File: src/rtl/riscv_pkg.sv
// Shared types and decode constants for the load/store path.
// Holds FSM states, load funct3 / store mask encodings and small decode helpers.
package riscv_pkg;

  localparam int LSU_DATA_W = 32;
  localparam int LSU_BE_W   = LSU_DATA_W / 8;

  typedef enum logic [1:0] {
    IDLE = 2'd0,
    REQ  = 2'd1,
    DONE = 2'd2
  } lsu_state_e;

  typedef enum logic [1:0] {
    SZ_BYTE = 2'd0,
    SZ_HALF = 2'd1,
    SZ_WORD = 2'd2
  } acc_size_e;

  localparam logic [2:0] F3_LB  = 3'b000;
  localparam logic [2:0] F3_LH  = 3'b001;
  localparam logic [2:0] F3_LW  = 3'b010;
  localparam logic [2:0] F3_LBU = 3'b100;
  localparam logic [2:0] F3_LHU = 3'b101;

  localparam logic [3:0] MASK_NONE = 4'b0000;
  localparam logic [3:0] MASK_SB   = 4'b0001;
  localparam logic [3:0] MASK_SH   = 4'b0011;
  localparam logic [3:0] MASK_SW   = 4'b1111;

  function automatic logic load_f3_legal(input logic [2:0] f3);
    return (f3 == F3_LB) || (f3 == F3_LH) || (f3 == F3_LW) ||
           (f3 == F3_LBU) || (f3 == F3_LHU);
  endfunction

  function automatic acc_size_e load_size(input logic [2:0] f3);
    acc_size_e sz;
    case (f3)
      F3_LH, F3_LHU: sz = SZ_HALF;
      F3_LW:         sz = SZ_WORD;
      default:       sz = SZ_BYTE;
    endcase
    return sz;
  endfunction

  // Masks other than the listed ones are treated as byte-granular (no alignment rule).
  function automatic acc_size_e store_size(input logic [3:0] mask);
    acc_size_e sz;
    case (mask)
      MASK_SH: sz = SZ_HALF;
      MASK_SW: sz = SZ_WORD;
      default: sz = SZ_BYTE;
    endcase
    return sz;
  endfunction

  function automatic logic is_misaligned(input acc_size_e sz, input logic [1:0] off);
    return ((sz == SZ_HALF) && (off == 2'd3)) || ((sz == SZ_WORD) && (off != 2'd0));
  endfunction

endpackage

File: src/rtl/load_align.sv
// Extracts the addressed byte/halfword/word from a bus read word
// and sign- or zero-extends it according to the load funct3.
module load_align
  import riscv_pkg::*;
(
  input  logic [31:0] word_i,
  input  logic [1:0]  offset_i,
  input  logic [2:0]  funct3_i,
  output logic [31:0] data_o
);

  logic [7:0]  lane [4];
  logic [1:0]  hi_idx;
  logic [7:0]  byte_sel;
  logic [15:0] half_sel;

  genvar gi;
  generate
    for (gi = 0; gi < 4; gi++) begin : g_lane
      assign lane[gi] = word_i[8*gi +: 8];
    end
  endgenerate

  // Offset 3 never reaches here for halfwords, so the wrap of hi_idx is harmless.
  assign hi_idx   = offset_i + 2'd1;
  assign byte_sel = lane[offset_i];
  assign half_sel = {lane[hi_idx], lane[offset_i]};

  always_comb begin
    data_o = '0;
    case (funct3_i)
      F3_LB:   data_o = {{24{byte_sel[7]}}, byte_sel};
      F3_LBU:  data_o = {24'd0, byte_sel};
      F3_LH:   data_o = {{16{half_sel[15]}}, half_sel};
      F3_LHU:  data_o = {16'd0, half_sel};
      F3_LW:   data_o = word_i;
      default: data_o = '0;
    endcase
  end

endmodule

File: src/rtl/load_store_unit.sv
// Memory-access stage: single-outstanding req/ack data bus master with
// store lane shifting, alignment checks and extended load writeback data.
module load_store_unit
  import riscv_pkg::*;
#(
  parameter int ADDR_W = 32
) (
  input  logic              clk_i,
  input  logic              rst_i,
  input  logic              valid_i,
  input  logic              mem_read_i,
  input  logic              mem_write_i,
  input  logic [3:0]        mem_write_mask_i,
  input  logic [2:0]        funct3_i,
  input  logic [ADDR_W-1:0] addr_i,
  input  logic [31:0]       store_data_i,
  output logic              stall_o,
  output logic              done_o,
  output logic              fault_o,
  output logic [31:0]       load_data_o,
  output logic              bus_req_o,
  output logic              bus_we_o,
  output logic [ADDR_W-1:0] bus_addr_o,
  output logic [3:0]        bus_be_o,
  output logic [31:0]       bus_wdata_o,
  input  logic [31:0]       bus_rdata_i,
  input  logic              bus_ack_i
);

  lsu_state_e        state_q, state_d;
  logic [ADDR_W-1:0] addr_q, addr_d;
  logic              we_q, we_d;
  logic [3:0]        be_q, be_d;
  logic [31:0]       wdata_q, wdata_d;
  logic [2:0]        f3_q, f3_d;
  logic [1:0]        off_q, off_d;
  logic [31:0]       load_data_q, load_data_d;
  logic              fault_q, fault_d;

  logic        is_store, is_load, is_access;
  logic [1:0]  off;
  acc_size_e   size;
  logic        illegal, misaligned, accept, fault_now;
  logic [3:0]  st_be;
  logic [31:0] st_wdata;
  logic [31:0] aligned;

  // A store wins when both decode flags are raised.
  assign is_store  = valid_i & mem_write_i;
  assign is_load   = valid_i & mem_read_i & ~mem_write_i;
  assign is_access = is_store | is_load;
  assign off       = addr_i[1:0];

  assign size       = is_store ? store_size(mem_write_mask_i) : load_size(funct3_i);
  assign illegal    = (is_store & (mem_write_mask_i == MASK_NONE)) |
                      (is_load & ~load_f3_legal(funct3_i));
  assign misaligned = is_access & is_misaligned(size, off);

  assign accept    = (state_q == IDLE) & is_access & ~illegal & ~misaligned;
  assign fault_now = (state_q == IDLE) & is_access & (illegal | misaligned);

  assign st_be    = mem_write_mask_i << off;
  assign st_wdata = store_data_i << {off, 3'b000};

  load_align u_load_align (
    .word_i   (bus_rdata_i),
    .offset_i (off_q),
    .funct3_i (f3_q),
    .data_o   (aligned)
  );

  always_ff @(posedge clk_i or posedge rst_i) begin
    if (rst_i) begin
      state_q     <= IDLE;
      addr_q      <= '0;
      we_q        <= 1'b0;
      be_q        <= '0;
      wdata_q     <= '0;
      f3_q        <= '0;
      off_q       <= '0;
      load_data_q <= '0;
      fault_q     <= 1'b0;
    end else begin
      state_q     <= state_d;
      addr_q      <= addr_d;
      we_q        <= we_d;
      be_q        <= be_d;
      wdata_q     <= wdata_d;
      f3_q        <= f3_d;
      off_q       <= off_d;
      load_data_q <= load_data_d;
      fault_q     <= fault_d;
    end
  end

  always_comb begin
    state_d     = state_q;
    addr_d      = addr_q;
    we_d        = we_q;
    be_d        = be_q;
    wdata_d     = wdata_q;
    f3_d        = f3_q;
    off_d       = off_q;
    load_data_d = load_data_q;
    fault_d     = 1'b0;
    case (state_q)
      IDLE: begin
        if (fault_now) begin
          fault_d = 1'b1;
        end else if (accept) begin
          state_d = REQ;
          addr_d  = {addr_i[ADDR_W-1:2], 2'b00};
          we_d    = is_store;
          be_d    = is_store ? st_be : MASK_SW;
          wdata_d = is_store ? st_wdata : '0;
          f3_d    = funct3_i;
          off_d   = off;
        end
      end
      REQ: begin
        if (bus_ack_i) begin
          state_d = DONE;
          if (!we_q) begin
            load_data_d = aligned;
          end
        end
      end
      DONE:    state_d = IDLE;
      default: state_d = IDLE;
    endcase
  end

  assign stall_o     = accept | (state_q == REQ);
  assign done_o      = (state_q == DONE);
  assign fault_o     = fault_q;
  assign load_data_o = load_data_q;
  assign bus_req_o   = (state_q == REQ);
  assign bus_we_o    = we_q;
  assign bus_addr_o  = addr_q;
  assign bus_be_o    = be_q;
  assign bus_wdata_o = wdata_q;

endmodule

File: config.mk
export PLATFORM = sky130hd
export DESIGN_NAME = load_store_unit
export DESIGN_NICKNAME = d
export VERILOG_FILES = /design/src/rtl/riscv_pkg.sv /design/src/rtl/load_align.sv /design/src/rtl/load_store_unit.sv
export SDC_FILE = /design/constraint.sdc
export NUM_CORES = 1
export LEC_CHECK = 0
export CAP_MARGIN = 40
export CORE_MARGIN = 2
export CORE_UTILIZATION = 48
export DETAILED_ROUTE_END_ITERATION = 8
export PLACE_DENSITY = 0.86
export SLEW_MARGIN = 40
export SYNTH_ARGS = -nofsm -noshare
export SYNTH_HDL_FRONTEND = slang
export SYNTH_HIERARCHICAL = 1
export SYNTH_SLANG_ARGS = --single-unit
export TNS_END_PERCENT = 20
File: constraint.sdc
create_clock -name clk_i -period 5.1 [get_ports clk_i]
set_input_delay 1.02 -clock clk_i [delete_from_list [all_inputs] [get_ports clk_i]]
set_output_delay 1.02 -clock clk_i [all_outputs]
set_load 0.01 [all_outputs]
==> flow_metrics.py <==
metrics = {
    "global_route": {
        "grt_pass1_vias": 4757,
        "grt_pass1_wl_um": 25400,
        "grt_max_degree": 55,
        "antenna_found_initial": 0,
        "grtUsageTotal_pct": 25.3,
        "grt_overflow": 0,
    },
    "yosys": {
        "yosys_warnings": 6,
        "netlist_top_cells_count": "dfrtp_1, mux2_2, a22o_1, mux2i_1, nand2_1",
        "syn_inst": 472,
        "syn_area_per_cell_um2": 11.8,
        "synth_seq_cells": 107,
        "ys_types": 48,
        "synth_edf_count": 0,
        "synth_area_leader_cell": "dfrtp_1",
        "synth_ff_type": "dfrtp_1",
        "synth_area_mm2": 0.00559,
        "synth.most_common_cell": "dfrtp_1",
        "yosysSeqAreaShare_pct": 47.9,
        "async_flop_share_pct": 100,
        "netlist_top_cells_area": "dfrtp_1, mux2_2, a22o_1",
        "synth_top_area_share_pct": 47.9,
    },
    "sta": {
        "timing.fmax_ghz": 0.238,
        "tns_ns": 0,
        "worst_pin_slew_ns": 0.795,
        "setup_ws_ns": 0.902,
        "timing.final.crit_share_pct": 82.3,
        "rsz0062_at_grt": "false",
        "finalSetupViolations": 0,
        "maxSlewViolCount": 0,
        "hold_violations": 0,
        "fin_skew_ns": 0.00556,
        "slew_headroom_pct": 45.6,
        "min_period_ns": 4.20,
    },
    "place": {
        "dp.final_hpwl_um": 12000,
        "finalWeightedCongestion": 0.918,
        "post-place-ws_ns": 0.913,
        "placed_cell_area_mm2": 0.00774,
        "numPortBuffers": 211,
    },
    "worst_setup_path": {
        "timing.rr.end": "bus_addr_o[21]",
        "r2r_cells": 8,
        "cp_max_fo": 20,
        "end_kind": "output pin",
        "r2r_slack_ns": 2.66,
        "crit_start": "mem_write_i",
        "crit_type": "primary input to output pin",
        "path_cells": "clkdlybuf4s50_1, nand2_1, buf_4, nor4_1, or3_1, a21o_1, nand2_1, clkdlybuf4s50_1",
        "cp.required_ns": 4.08,
        "max_stage_delay_ns": 0.57,
        "crit_path_top_delay_cell": "clkdlybuf4s50_1",
        "arrival_ns": 3.18,
        "rr_startpoint": "state_q[0]",
        "startpoint_type": "primary input",
        "cp-endpoint": "stall_o",
    },
    "routing": {
        "drc": 0,
        "num_vias": 4726,
        "drtIter0Drc": 341,
        "wire_per_inst_um": 19.6,
        "drt_first_pass_iters": 5,
        "drt-total-wl_um": 15800,
        "vias_per_cell": 5.86,
        "ant_nets": 0,
    },
    "pwr": {
        "p_per_area_mw_per_mm2": 449,
        "internal-power_mw": 2.44,
        "power_frac_seq_pct": 37.2,
        "p_sw_mw": 1.17,
        "ir_worst_vdd_uv": 312,
        "p_comb_share_pct": 44.3,
        "leakagePower_nw": 3.38,
        "power.share.switching_pct": 32.5,
        "p_total_mw": 3.61,
        "clockPowerShare_pct": 18.5,
    },
    "clock_tree": {
        "cts_hold_buf": 0,
        "cts_setup_buffers": 0,
        "clk_pin_slew_ns": 0.06,
        "cts_inserted_buffers": 9,
        "post_cts_resized": 0,
        "clk_latency_ns": 0.33,
        "clock_path_buffers": 2,
        "cts_tree": "yes",
        "cts_sinks": 107,
        "cts-root-buf": "clkbuf_16",
        "htree_num_levels": 3,
    },
    "cells_and_area": {
        "area_growth_pct": 43.6,
        "diodes": 0,
        "layout-drive-gt1-share_pct": 18.5,
        "nNetsFinal": 768,
        "utilization_pct": 70.4,
        "stdcell_area_mm2": 0.00803,
    },
    "floorplan": {
        "initial_core_util_pct": 49.0,
        "rows": 39,
        "io_pins": 214,
        "core-area_mm2": 0.0114,
        "die_h_um": 112,
        "die-width_um": 112,
        "dieArea_mm2": 0.0125,
    },
    "hold_path": {
        "worstHoldStart": "bus_addr_o[24]",
        "hold_class": "flip-flop to flip-flop",
    },
    "status": {
        "status": "completed",
    },
    "run": {
        "max_cap_violations": 0,
    },
}
## how the worst min path moves through the flow
stage	end	slack (ns)	cells past startpoint
2_1_floorplan	f3_q[2]	0.50	1
3_3_place_gp	bus_addr_o[24]	0.47	1
3_5_place_dp	bus_addr_o[24]	0.48	1
4_1_cts	bus_addr_o[24]	0.50	1
5_1_grt	bus_wdata_o[30]	0.52	1
6_report	bus_addr_o[24]	0.49	1
## sequential cells by signal, summed over array words and instances, names as in the netlist, 2 cells and up
| name | flops |
|---|---|
| bus_addr_o | 30 |
| bus_be_o | 4 |
| bus_wdata_o | 32 |
| f3_q | 3 |
| load_data_o | 32 |
| off_q | 2 |
| state_q | 2 |
## metal layers
layer / track usage [%] / share of wire (%) / vias to the layer above
met2: 42.1 / 50 / 217
met1: 33.0 / 40 / 2342
met3: 6.37 / 8.0 / 22
li1: - / - / 2145
met5: 0 / 0 / -
met4: 7.56 / 1.8 / 0
## power groups by stage
stage / Clock [mW] / Combinational, mW / Sequential (mW)
finish: 0.669 / 1.60 / 1.34
global route: 0.720 / 1.70 / 1.39
CTS: 0.687 / 1.61 / 1.35
detailed placement: 0 / 1.60 / 1.36
global placement: 0 / 1.55 / 1.34
floorplan: 0 / 0.767 / 1.40
## critical path, delay by kind of cell
kind / cells / cell delay, ns
AOI/OAI and AO/OA: 1 / 0.12
buffers and inverters: 3 / 1.26
and+or+nand+nor: 4 / 0.79
## through the flow
step | std cells | hold WS [ns]
final | 807 | 0.494
after global routing | 807 | 0.517
after CTS | 807 | 0.495
after detailed placement | 791 | 0.480
after global placement | 789 | 0.469
after floorplan | 473 | 0.497
## layout make-up
type,count,area [µm²]
clock inverters,3,21.3
clock buffers,13,270
flip-flops and latches,107,2680
repair buffers,220,2190
inverters,5,21.3
multi-input cells,316,2670
well taps,143,179
fillers,849,3380
## placed cells by master, fill, tap and decap left out, drive strengths merged, types with 2 or more instances in the layout
master           n
and3             2
dfrtp          107
o2bb2ai         15
a21oi           13
and2             2
or2              3
nand2           22
mux4             3
inv              5
a22o            32
nor2            12
a2111oi          8
a211o            8
nor3b            2
clkinv           2
o211ai           2
nor3            19
nand4            2
a21o             3
nor2b           13
a22oi            7
nor4             2
mux2i           28
a211oi          11
conb             2
o21ai           20
nand2b           2
mux2            77
clkbuf          13
buf             10
clkdlybuf4s50  210
## kinds of logic (layout without fill, tap and decap cells)
kind of cell,count (synthesis),after routing,share of synthesized area [%]
simple gates,84,84,7.67
flops,107,107,47.9
buf+inv,50,241,4.79
compound gates,122,122,17.3
mux,108,108,22.3
other cells,1,2,0.0670
No activity file was read; power rests on OpenSTA's default activity.
